===== config.mk =====
export PLATFORM = sky130hd
export DESIGN_NAME = feistel_round_ctrl_flat
export DESIGN_NICKNAME = d
export VERILOG_FILES = /design/src/rtl/feistel_round_ctrl_if.sv /design/src/rtl/feistel_round_ctrl.sv /design/src/flat_wrapper.sv
export SDC_FILE = /design/constraint.sdc
export NUM_CORES = 1
export LEC_CHECK = 0
export ABC_CLOCK_PERIOD_IN_PS = 11450
export CAP_MARGIN = 5
export CORE_MARGIN = 4
export CORE_UTILIZATION = 45
export CTS_CLUSTER_SIZE = 20
export DETAILED_ROUTE_END_ITERATION = 6
export PLACE_DENSITY = 0.78
export SLEW_MARGIN = 20
export SYNTH_ARGS = -nofsm -noshare
export SYNTH_HDL_FRONTEND = slang
export SYNTH_SLANG_ARGS = --single-unit

===== constraint.sdc =====
create_clock -name clk -period 11.45 [get_ports clk]
set_clock_uncertainty 0.1 [all_clocks]
set_input_delay 1.145 -clock clk [delete_from_list [all_inputs] [get_ports clk]]
set_output_delay 1.145 -clock clk [all_outputs]
set_load 0.03 [all_outputs]

===== src/rtl/feistel_round_ctrl_if.sv =====
// Block handshake bundle for feistel_round_ctrl: input-block and output-block channels.
// The master side feeds blocks in and consumes results; the slave side is the round controller.
interface feistel_round_ctrl_if #(
  parameter int HALF_W = 32
);
  logic                  in_valid;
  logic                  in_ready;
  logic [2*HALF_W-1:0]   in_block;
  logic                  decrypt;
  logic                  out_valid;
  logic                  out_ready;
  logic [2*HALF_W-1:0]   out_block;

  modport master (
    output in_valid, in_block, decrypt, out_ready,
    input  in_ready, out_valid, out_block
  );

  modport slave (
    input  in_valid, in_block, decrypt, out_ready,
    output in_ready, out_valid, out_block
  );
endinterface


===== src/rtl/feistel_round_ctrl.sv =====
// Iterative Feistel round controller: holds L/R, sequences rounds/key index, emits swapped block.
// Define FEISTEL_PIPE_F_EN to register f_out (f_q) in an extra FWAIT state, giving 2-cycle rounds.
module feistel_round_ctrl #(
  parameter int ROUNDS = 16,
  parameter int HALF_W = 32
) (
  input  logic              clk,
  input  logic              rst,
  feistel_round_ctrl_if.slave bus,
  output logic [HALF_W-1:0] f_r,
  output logic [3:0]        key_idx,
  input  logic [HALF_W-1:0] f_out,
  output logic              busy
);

  localparam logic [3:0] LAST = 4'(ROUNDS - 1);

`ifdef FEISTEL_PIPE_F_EN
  typedef enum logic [1:0] {IDLE, FWAIT, RUN, DONE} state_t;
`else
  typedef enum logic [1:0] {IDLE, RUN, DONE} state_t;
`endif

  state_t                state;
  logic [HALF_W-1:0]     l_q;
  logic [HALF_W-1:0]     r_q;
  logic [3:0]            round_q;
  logic                  dec_q;
  logic [2*HALF_W-1:0]   out_block_q;
  logic                  in_ready_q;
  logic                  out_valid_q;
  logic                  busy_q;
  logic [HALF_W-1:0]     f_use;
  logic [HALF_W-1:0]     r_next;

`ifdef FEISTEL_PIPE_F_EN
  logic [HALF_W-1:0]     f_q;
  assign f_use = f_q;
`else
  assign f_use = f_out;
`endif

  assign r_next  = l_q ^ f_use;
  assign f_r     = r_q;
  assign key_idx = dec_q ? (LAST - round_q) : round_q;

  assign bus.in_ready  = in_ready_q;
  assign bus.out_valid = out_valid_q;
  assign bus.out_block = out_block_q;
  assign busy          = busy_q;

  // NOTE: all state uses non-blocking assignments so every register samples pre-edge values.
  always_ff @(posedge clk or posedge rst) begin
    if (rst) begin
      state       <= IDLE;
      l_q         <= '0;
      r_q         <= '0;
      round_q     <= '0;
      dec_q       <= 1'b0;
      out_block_q <= '0;
      in_ready_q  <= 1'b1;
      out_valid_q <= 1'b0;
      busy_q      <= 1'b0;
`ifdef FEISTEL_PIPE_F_EN
      f_q         <= '0;
`endif
    end else begin
      case (state)
        IDLE: begin
          if (bus.in_valid && in_ready_q) begin
            l_q        <= bus.in_block[2*HALF_W-1:HALF_W];
            r_q        <= bus.in_block[HALF_W-1:0];
            round_q    <= '0;
            dec_q      <= bus.decrypt;
            in_ready_q <= 1'b0;
            busy_q     <= 1'b1;
`ifdef FEISTEL_PIPE_F_EN
            state      <= FWAIT;
`else
            state      <= RUN;
`endif
          end
        end

`ifdef FEISTEL_PIPE_F_EN
        FWAIT: begin
          f_q   <= f_out;
          state <= RUN;
        end
`endif

        RUN: begin
          l_q <= r_q;
          r_q <= r_next;
          // Counter holds at the last round rather than wrapping; accept clears it.
          if (round_q == LAST) begin
            out_block_q <= {r_next, r_q};
            out_valid_q <= 1'b1;
            state       <= DONE;
          end else begin
            round_q <= round_q + 4'd1;
`ifdef FEISTEL_PIPE_F_EN
            state   <= FWAIT;
`else
            state   <= RUN;
`endif
          end
        end

        DONE: begin
          if (out_valid_q && bus.out_ready) begin
            out_valid_q <= 1'b0;
            busy_q      <= 1'b0;
            in_ready_q  <= 1'b1;
            state       <= IDLE;
          end
        end

        default: begin
          out_valid_q <= 1'b0;
          busy_q      <= 1'b0;
          in_ready_q  <= 1'b1;
          state       <= IDLE;
        end
      endcase
    end
  end

endmodule


===== src/flat_wrapper.sv =====
// flat-port wrapper written by rule: the top's interface ports become plain ports
module feistel_round_ctrl_flat 
#(
  parameter int ROUNDS = 16,
  parameter int HALF_W = 32
)
  (clk, rst, f_r, key_idx, f_out, busy, bus_in_valid, bus_in_block, bus_decrypt, bus_out_ready, bus_in_ready, bus_out_valid, bus_out_block);
  feistel_round_ctrl_if #(.HALF_W(HALF_W)) bus_i ();
  input  logic clk;
  input  logic rst;
  output logic [HALF_W-1:0] f_r;
  output logic [3:0] key_idx;
  input  logic [HALF_W-1:0] f_out;
  output logic busy;
  input wire logic [$bits(bus_i.in_valid)-1:0] bus_in_valid;
  input wire logic [$bits(bus_i.in_block)-1:0] bus_in_block;
  input wire logic [$bits(bus_i.decrypt)-1:0] bus_decrypt;
  input wire logic [$bits(bus_i.out_ready)-1:0] bus_out_ready;
  output wire logic [$bits(bus_i.in_ready)-1:0] bus_in_ready;
  output wire logic [$bits(bus_i.out_valid)-1:0] bus_out_valid;
  output wire logic [$bits(bus_i.out_block)-1:0] bus_out_block;
  assign bus_i.in_valid = bus_in_valid;
  assign bus_i.in_block = bus_in_block;
  assign bus_i.decrypt = bus_decrypt;
  assign bus_i.out_ready = bus_out_ready;
  assign bus_in_ready = bus_i.in_ready;
  assign bus_out_valid = bus_i.out_valid;
  assign bus_out_block = bus_i.out_block;
  feistel_round_ctrl #(.ROUNDS(ROUNDS), .HALF_W(HALF_W)) u_core (.clk(clk), .rst(rst), .bus(bus_i), .f_r(f_r), .key_idx(key_idx), .f_out(f_out), .busy(busy));
endmodule

==> results of run 1 <==
==> where the power goes <==
part	switching, uW	internal, uW
registers	188	705
clock network	189	303
logic	673	590
==> layer usage <==
metal / track usage [%] / up-vias / wire [microns]
li1: - / 2084 / -
met1: 25.7 / 2268 / 6850
met2: 32.3 / 152 / 7800
met3: 5.52 / 27 / 1050
met4: 7.38 / 0 / 316
met5: 0 / - / 0
==> area by class of cell <==
cell class	instances	area, sq um	share of cell area (%)
flip-flops and latches	138	3450	38.8
multi-input cells	303	2590	29.2
repair buffers	208	2070	23.3
clock buffers	28	517	5.81
well taps	180	225	2.53
inverters	4	20.0	0.225
clock inverters	2	10.0	0.113
==> worst max-delay path, cell delays in order (launching register included) <==
cell	delay [ps]
dfrtp_1	710
xor2_1	250
clkdlybuf4s50_1	710
==> worst paths after layout <==
check	slack, ps	endpoint	cells past startpoint
worst max register to register	8750	u_core.bus.out_block[63]	3
min in group asynchronous	1080	u_core.bus.out_block[3]	2
worst min register to register	410	u_core.bus.out_block[6]	1
worst min-delay path	410	u_core.bus.out_block[6]	1
worst max-delay path	8120	key_idx[3]	2
max in group asynchronous	9060	u_core.l_q[0]	3
==> stage by stage <==
step                      instances  util, %  setup slack [ps]
after floorplan                 481        -              6510
after global placement          833     60.5              8230
after detailed placement        833     60.5              8150
after CTS                       863     64.3              8100
after global routing            863     64.3              8030
final                           863     64.3              8120
==> state kept, by name (all words and copies together) (netlist names) <==
name and count:
u_core.state 2, u_core.bus.in_ready 1, u_core.l_q 32, u_core.bus.out_valid 1, u_core.f_r 32, u_core.busy 1
u_core.bus.out_block 64, u_core.round_q 4, u_core.dec_q 1
==> synth_stat cells (3+ instances only) <==
cell type / instances / share of area [%]
dfrtp_1: 137 / 54
a21oi_2: 10 / 1.4
nand2_1: 34 / 2.0
mux2i_1: 33 / 5.2
xnor2_1: 14 / 1.9
nor2_1: 15 / 0.89
xor2_1: 24 / 3.3
o21ai_0: 30 / 2.4
buf_2: 7 / 0.55
mux2_4: 47 / 11
buf_4: 3 / 0.36
and2_0: 5 / 0.49
clkbuf_1: 15 / 0.89
buf_6: 3 / 0.53
a31oi_1: 12 / 1.2
a221o_1: 32 / 5.1
inv_1: 4 / 0.24
and2_1: 16 / 1.6
mux2_2: 7 / 1.2
buf_12: 6 / 1.9
o21ai_1: 5 / 0.40
==> cells in the final DEF, fill, tap and decap left out, types with 2 or more instances in the layout <==
master,instances
and2_0,5
a21oi_2,10
nand2_1,34
inv_1,3
o22ai_1,2
clkdlybuf4s50_1,203
clkbuf_16,17
mux2_2,7
xor2_1,24
nor2_1,14
a21oi_1,2
a31oi_1,12
clkinv_2,2
and3_4,2
mux2_4,47
clkbuf_8,5
a21o_1,2
mux2i_1,33
clkbuf_1,6
o21ai_0,30
buf_4,4
and2_1,16
xnor2_1,14
o21ai_1,5
dfrtp_1,137
a221o_1,32
==> logic make-up after synthesis <==
group                    share of synthesized area (%)
flip-flops                                        54.6
AO/OA/AOI/OAI                                     11.5
XOR/XNOR                                          5.26
adder cells (fa/ha/maj)                          0.198
multiplexers                                      17.6
AND/OR/NAND/NOR                                   6.02
buffers and inverters                             4.77
==> flow_metrics.py, run 1 <==
metrics = {
    "status": {
        "outcome": "completed",
    },
    "clocking": {
        "clockBufferDepth": 2,
        "cts_num_sinks": 138,
        "cts_resized": 0,
        "cts-root-buf": "clkbuf_16",
        "post_cts_buffers": 0,
        "insertion_delay_ps": 410,
        "clkTransAtPathRegs_ps": 50,
        "hold_buffers": 0,
        "htree_num_levels": 4,
        "tritoncts": "done",
        "cts_buffers": 17,
    },
    "critical_path": {
        "crit_arrival_ps": 2080,
        "worst_setup_path_end_kind": "output pin",
        "rr_startpoint": "u_core.round_q[3]",
        "worstSetupPathType": "reg2out",
        "crit_required_ps": 10210,
        "worstPathMaxFanout": 18,
        "worstSetupStartpointType": "flop",
        "critPathLaunch": "u_core.round_q[3]",
    },
    "power_and_ir_drop": {
        "total_power_uw": 2650,
        "power_density_nw_per_um2": 298,
        "p_leak_uw": 0.00372,
        "ir_worst_vdd_v": 0.000155,
    },
    "finish": {
        "design_area_sq_um": 8890,
        "diodes": 0,
        "fin_nets": 774,
        "drive_above_1_share_pct": 14.8,
        "synthToLayoutAreaGrowth_pct": 40.7,
        "fillers": 1035,
    },
    "floorplan": {
        "die_w_microns": 127,
        "coreArea_sq_um": 13800,
        "start_util_pct": 45.7,
        "dieArea_sq_um": 16000,
        "num_rows": 43,
        "die_h_microns": 127,
        "pin_count": 204,
    },
    "synthesis": {
        "yosysWarnings": 0,
        "syn_inst": 481,
        "synth-seq-cells": 138,
        "synth_area_sq_um": 6320,
        "yosys_most_used_dff": "dfrtp_1",
        "synth_cell_types": 39,
        "postSynthAreaPerCell_sq_um": 13.1,
        "ys_seq_area_share_pct": 54.6,
        "ys_async_sr_fraction_pct": 100,
        "synth_edf_count": 0,
        "synth_nets": 583,
    },
    "timing": {
        "rsz0062_at_grt": "no",
        "hold_slack_ps": 412,
        "hold_violations": 0,
        "final.min_clock_period_ps": 3330,
        "worst_slew_pin_slew_ps": 965,
        "slew_viol_final": 0,
        "setup_tns_ps": 0,
        "relSlewSlack_pct": 35.7,
        "max_freq_mhz": 300,
        "finalSetupViolCount": 0,
        "fin_crit_sh_pct": 29.1,
    },
    "global_routing": {
        "grt_usage_pct": 19.9,
        "grt_pass1_vias": 4851,
        "grt_max_degree": 100,
        "grt-ovfl-total": 0,
        "antenna_found_initial": 0,
        "grt_pass1_wl_mm": 25.4,
    },
    "route": {
        "drtPass1Iterations": 4,
        "ant_nets": 0,
        "vias": 4531,
        "routed_wl_mm": 16.0,
        "via_per_inst": 5.25,
        "drt_iter0_drc": 214,
        "drc_errors": 0,
        "wl_per_cell_microns": 18.6,
    },
    "placement": {
        "dpl_cell_area_sq_um": 8360,
        "gp_congestion": 0.798,
        "dpl.hpwl_mm": 10.9,
        "portBuffers": 203,
    },
    "min_path": {
        "hold_class": "reg2reg",
        "hp-start": "u_core.bus.out_block[6]",
    },
    "flow_run": {
        "cap_violations": 0,
    },
}
No activity file was read; power rests on OpenSTA's default activity.
==> run 2, diff against run 1 <==
--- a/config.mk
+++ b/config.mk
@@ -5,13 +5,13 @@
 export SDC_FILE = /design/constraint.sdc
 export NUM_CORES = 1
 export LEC_CHECK = 0
-export ABC_CLOCK_PERIOD_IN_PS = 11450
+export ABC_CLOCK_PERIOD_IN_PS = 2800
 export CAP_MARGIN = 5
 export CORE_MARGIN = 4
-export CORE_UTILIZATION = 45
+export CORE_UTILIZATION = 42
 export CTS_CLUSTER_SIZE = 20
 export DETAILED_ROUTE_END_ITERATION = 6
-export PLACE_DENSITY = 0.78
+export PLACE_DENSITY = 0.77
 export SLEW_MARGIN = 20
 export SYNTH_ARGS = -nofsm -noshare
 export SYNTH_HDL_FRONTEND = slang
==> constraint.sdc (replaced) <==
create_clock -name clk -period 2.8 [get_ports clk]
set_clock_uncertainty 0.1 [all_clocks]
set_input_delay 0.28 -clock clk [delete_from_list [all_inputs] [get_ports clk]]
set_output_delay 0.28 -clock clk [all_outputs]
set_load 0.03 [all_outputs]
==> run 2 against run 1 <==
Design area is 1.8% higher; first-iteration DRC count rose by 10%; sequential share of layout area decreased by 0.69 points; non-clock buffer count did not move; global-route usage is essentially flat; core utilization decreased by 2.5 points; worst hold slack got worse by 73 ps; clock-buffer cell count down 7; critical path depth unchanged; worst setup slack got worse by 7800 ps; power increased to 4.3 times the previous value; combinational power rose to 4.1 times the previous value; critical path type unchanged; largest cell class unchanged; largest power group unchanged.
==> flow_metrics.py, run 2 (synthesis gave the netlist of run 1 again) <==
metrics = {
    "status": {
        "outcome": "completed",
    },
    "route": {
        "vias": 4553,
        "via_per_inst": 5.24,
        "drc_errors": 0,
        "drt_iter0_drc": 236,
        "wl_per_cell_microns": 19.2,
        "routed_wl_mm": 16.7,
        "drtPass1Iterations": 4,
        "ant_nets": 0,
    },
    "timing": {
        "max_freq_mhz": 405,
        "hold_slack_ps": 338,
        "setup_tns_ps": 0,
        "worst_slew_pin_slew_ps": 974,
        "finalSetupViolCount": 0,
        "fin_crit_sh_pct": 88.3,
        "relSlewSlack_pct": 34.9,
        "final.min_clock_period_ps": 2470,
        "slew_viol_final": 0,
        "hold_violations": 0,
        "rsz0062_at_grt": "no",
    },
    "floorplan": {
        "start_util_pct": 43.2,
        "pin_count": 204,
        "num_rows": 44,
        "dieArea_sq_um": 17100,
        "die_w_microns": 131,
        "die_h_microns": 131,
        "coreArea_sq_um": 14600,
    },
    "finish": {
        "largest_reg_flops": 64,
        "diodes": 0,
        "drive_above_1_share_pct": 15.8,
        "final_cell_mix": "203 x clkdlybuf4s50_1, 137 x dfrtp_1, 47 x mux2_4, 34 x nand2_1, 33 x mux2i_1",
        "synthToLayoutAreaGrowth_pct": 43.2,
        "final_cell_count_no_fill": 869,
        "fin_nets": 774,
        "final_common_cell": "clkdlybuf4s50_1",
        "final_util_pct": 61.8,
        "design_area_sq_um": 9050,
    },
    "critical_path": {
        "crit_arrival_ps": 2090,
        "crit_required_ps": 2420,
        "worstPathMaxFanout": 18,
        "worst_setup_path_end_kind": "output pin",
        "worstSetupPathType": "reg2out",
        "worstSetupStartpointType": "flop",
    },
    "power_and_ir_drop": {
        "p_leak_uw": 0.00377,
        "ir_worst_vdd_v": 0.000744,
        "clkPwrFrac_pct": 21.3,
        "combPwrFrac_pct": 46.3,
        "power_density_nw_per_um2": 1240,
        "power_switching_uw": 4400,
        "p_sw_share_pct": 39.1,
        "p_int_uw": 6860,
        "pwr-share-seq_pct": 32.4,
    },
    "clocking": {
        "cts_buffers": 17,
        "cts_resized": 0,
        "clkTransAtPathRegs_ps": 60,
        "post_cts_buffers": 0,
        "cts-root-buf": "clkbuf_16",
        "hold_buffers": 0,
        "insertion_delay_ps": 410,
        "cts_num_sinks": 138,
        "htree_num_levels": 4,
        "tritoncts": "done",
        "clockBufferDepth": 2,
    },
    "placement": {
        "dp.cells": 837,
        "gp_congestion": 0.799,
        "dpl.hpwl_mm": 11.2,
        "dpl_cell_area_sq_um": 8420,
        "portBuffers": 203,
    },
    "global_routing": {
        "grt-ovfl-total": 0,
        "grt_pass1_vias": 4961,
        "grt_usage_pct": 19.9,
        "grt_pass1_wl_mm": 26.2,
        "antenna_found_initial": 0,
        "grt_max_degree": 139,
    },
    "min_path": {
        "hold_class": "in2async",
    },
    "flow_run": {
        "cap_violations": 0,
    },
}
-- run 2: changes by cell type in the layout (fill, tap and decap cells not counted), moves of 2 or more --
cell and delta:
buf_12 +4, clkbuf_8 -2, clkinvlp_4 +4, bufinv_16 +4, clkbuf_1 -5, buf_4 -3
-- run 2: routing by layer --
metal / share of wire (%) / track usage (%) / wire (microns) / vias to the layer above
li1: - / - / - / 2090
met1: 42 / 25.3 / 7040 / 2280
met2: 50 / 32.6 / 8370 / 165
met3: 6.1 / 6.10 / 1020 / 18
met4: 1.3 / 6.53 / 221 / 0
met5: 0 / 0 / 0 / -
-- run 2: critical path, cell delays in order (launching register included) --
cell,delay (ps)
dfrtp_1,720
xor2_1,240
clkdlybuf4s50_1,720
-- run 2: path summary, 6_finish.rpt --
path	start	endpoint	slack (ps)	cells after the start
worst max-delay path	u_core.round_q[3]	key_idx[3]	330	2
worst min-delay path	rst	u_core.bus.out_block[47]	340	3
worst max register to register	u_core.bus.in_ready	u_core.l_q[25]	590	4
worst min register to register	u_core.bus.out_block[14]	u_core.bus.out_block[14]	410	1
max in group asynchronous	rst	u_core.bus.out_block[4]	1730	3
min in group clk	bus_decrypt	u_core.dec_q	370	2
-- run 2: area by class of cell --
class	count	area, sq um
fillers	1134	5590
flip-flops and latches	138	3450
multi-input cells	303	2590
repair buffers	208	2120
clock buffers	21	470
well taps	184	230
clock inverters	11	166
inverters	4	18.8
-- run 2: power groups by stage --
stage / clock network [uW] / registers, uW / logic (uW)
floorplan: 0 / 4530 / 2150
global placement: 0 / 3610 / 5110
detailed placement: 0 / 3660 / 5240
CTS: 2450 / 3660 / 5270
global route: 2550 / 3780 / 5550
finish: 2400 / 3650 / 5220
-- run 2: stage by stage --
step	power [uW]	setup WS, ps
final	11300	328
after global routing	11900	241
after floorplan	6680	700
after global placement	8710	577
after detailed placement	8900	469
after CTS	11400	327
==> edit (config.mk and constraints of run 2) <==
`HALF_W` is set to 32 in 3 places; all go to 28.
--- a/src/rtl/feistel_round_ctrl_if.sv
+++ b/src/rtl/feistel_round_ctrl_if.sv
@@ -2,5 +2,5 @@
 // The master side feeds blocks in and consumes results; the slave side is the round controller.
 interface feistel_round_ctrl_if #(
-  parameter int HALF_W = 32
+  parameter int HALF_W = 28
 );
   logic                  in_valid;
--- a/src/rtl/feistel_round_ctrl.sv
+++ b/src/rtl/feistel_round_ctrl.sv
@@ -3,5 +3,5 @@
 module feistel_round_ctrl #(
   parameter int ROUNDS = 16,
-  parameter int HALF_W = 32
+  parameter int HALF_W = 28
 ) (
   input  logic              clk,
--- a/src/flat_wrapper.sv
+++ b/src/flat_wrapper.sv
@@ -3,5 +3,5 @@
 #(
   parameter int ROUNDS = 16,
-  parameter int HALF_W = 32
+  parameter int HALF_W = 28
 )
   (clk, rst, f_r, key_idx, f_out, busy, bus_in_valid, bus_in_block, bus_decrypt, bus_out_ready, bus_in_ready, bus_out_valid, bus_out_block);
Ports: changed (resized bus_in_block, bus_out_block, f_out and f_r); port bits go from 204 to 180. No check against the original RTL was run, so the function may have changed too.
==> edit against run 2 <==
- die area is 12% lower
- routed wire length is 10% lower
- clock power is 6% lower
- cell area is 11% lower
- count of clock-buffer cells in the layout is 1 higher
- setup slack better by 0.093 ns
- power is 10% lower
- synthesized area is 13% lower
- sequential cell count is 16 lower
- highest routed layer unchanged
==> edit: results (changes against run 2) <==
Outcome
  • Status: complete, no violations (unchanged)

Power and ir drop
  • Maximum VDD drop: 647 uV (was 744 uV)
  • Seq pwr: 3.22 mW (was 3.65 mW)
  • Leak Pwr: 3.30 nW (was 3.77 nW)
  • Clock group share of total power: 22.2% (was 21.3%)
  • Clk. pwr: 2.25 mW (was 2.40 mW)

Synthesis
  • Syn Inst Count: 433 (was 481)
  • Post-synthesis adder-cell area fraction: 0.227% (was 0.198%)
  • Yosys cell types: 38 (was 39)
  • XOR/XNOR share of the synthesized area: 5.41% (was 5.26%)
  • Sequential fraction of the synthesis area: 55.5% (was 54.6%)
  • Synth Area in Compound Gates: 12.9% (was 11.5%)
  • Area contributors post-synth: dfrtp_1 55%, mux2_4 6.3%, mux2i_1 5.3% (was dfrtp_1 54%, mux2_4 11%, mux2i_1 5.2%)

Place
  • DPL Wire Length: 10400 um (was 11200 um)
  • Placed cell areas: 0.00740 mm^2 (was 0.00842 mm^2)
  • Dpl cells: 761 (was 837)
  • IO buf count: 179 (was 203)

Global routing
  • Vias in the first global route: 4562 (was 4961)
  • Gr usage total: 20.4% (was 19.9%)
  • GR Util met1: 25.0% (was 25.3%)
  • Largest net degree at the start of global routing: 87 (was 139)
  • First-pass GRT wire length: 23700 um (was 26200 um)
  • GR Layer Usage met3: 6.82% (was 6.10%)

Layout
  • Ratio of cells with drive above 1 in the final layout: 15.9% (was 15.8%)
  • Max reg flops: 56 (was 64)
  • Non-Filler Instances: 793 (was 869)

Routing
  • Wirelength per Cell: 18.9 um (was 19.2 um)
  • Met3 wire len: 999 um (was 1020 um)

Critical path
  • R2r setup slk: 0.68 ns (was 0.59 ns)
[edit: cell types whose count changed after synthesis, moves of 4 or more]
cell and change:
a21oi_1 +4, a221o_1 -4, a31oi_1 +4, and2_1 -7, dfrtp_1 -16, mux2_2 +12, mux2_4 -24, mux2i_1 -4
nand2_1 -4, o21ai_1 -5, xnor2_1 +4, xor2_1 -8
[edit: worst max path at each step]
stage	startpoint	end	cells after the start
finish	u_core.round_q[3]	key_idx[3]	2
global route	u_core.round_q[3]	key_idx[3]	2
CTS	u_core.round_q[3]	key_idx[3]	2
detailed placement	u_core.round_q[2]	u_core.bus.out_block[32]	4
global placement	bus_in_valid	u_core.dec_q	4
floorplan	rst	u_core.bus.out_block[0]	1
[edit: area by class of cell]
class,count,area (um^2)
multi-input cells,275,2220
fillers,1028,4700
flip-flops and latches,122,3050
repair buffers,188,1900
inverters,4,18.8
well taps,172,215
clock inverters,10,141
clock buffers,22,474
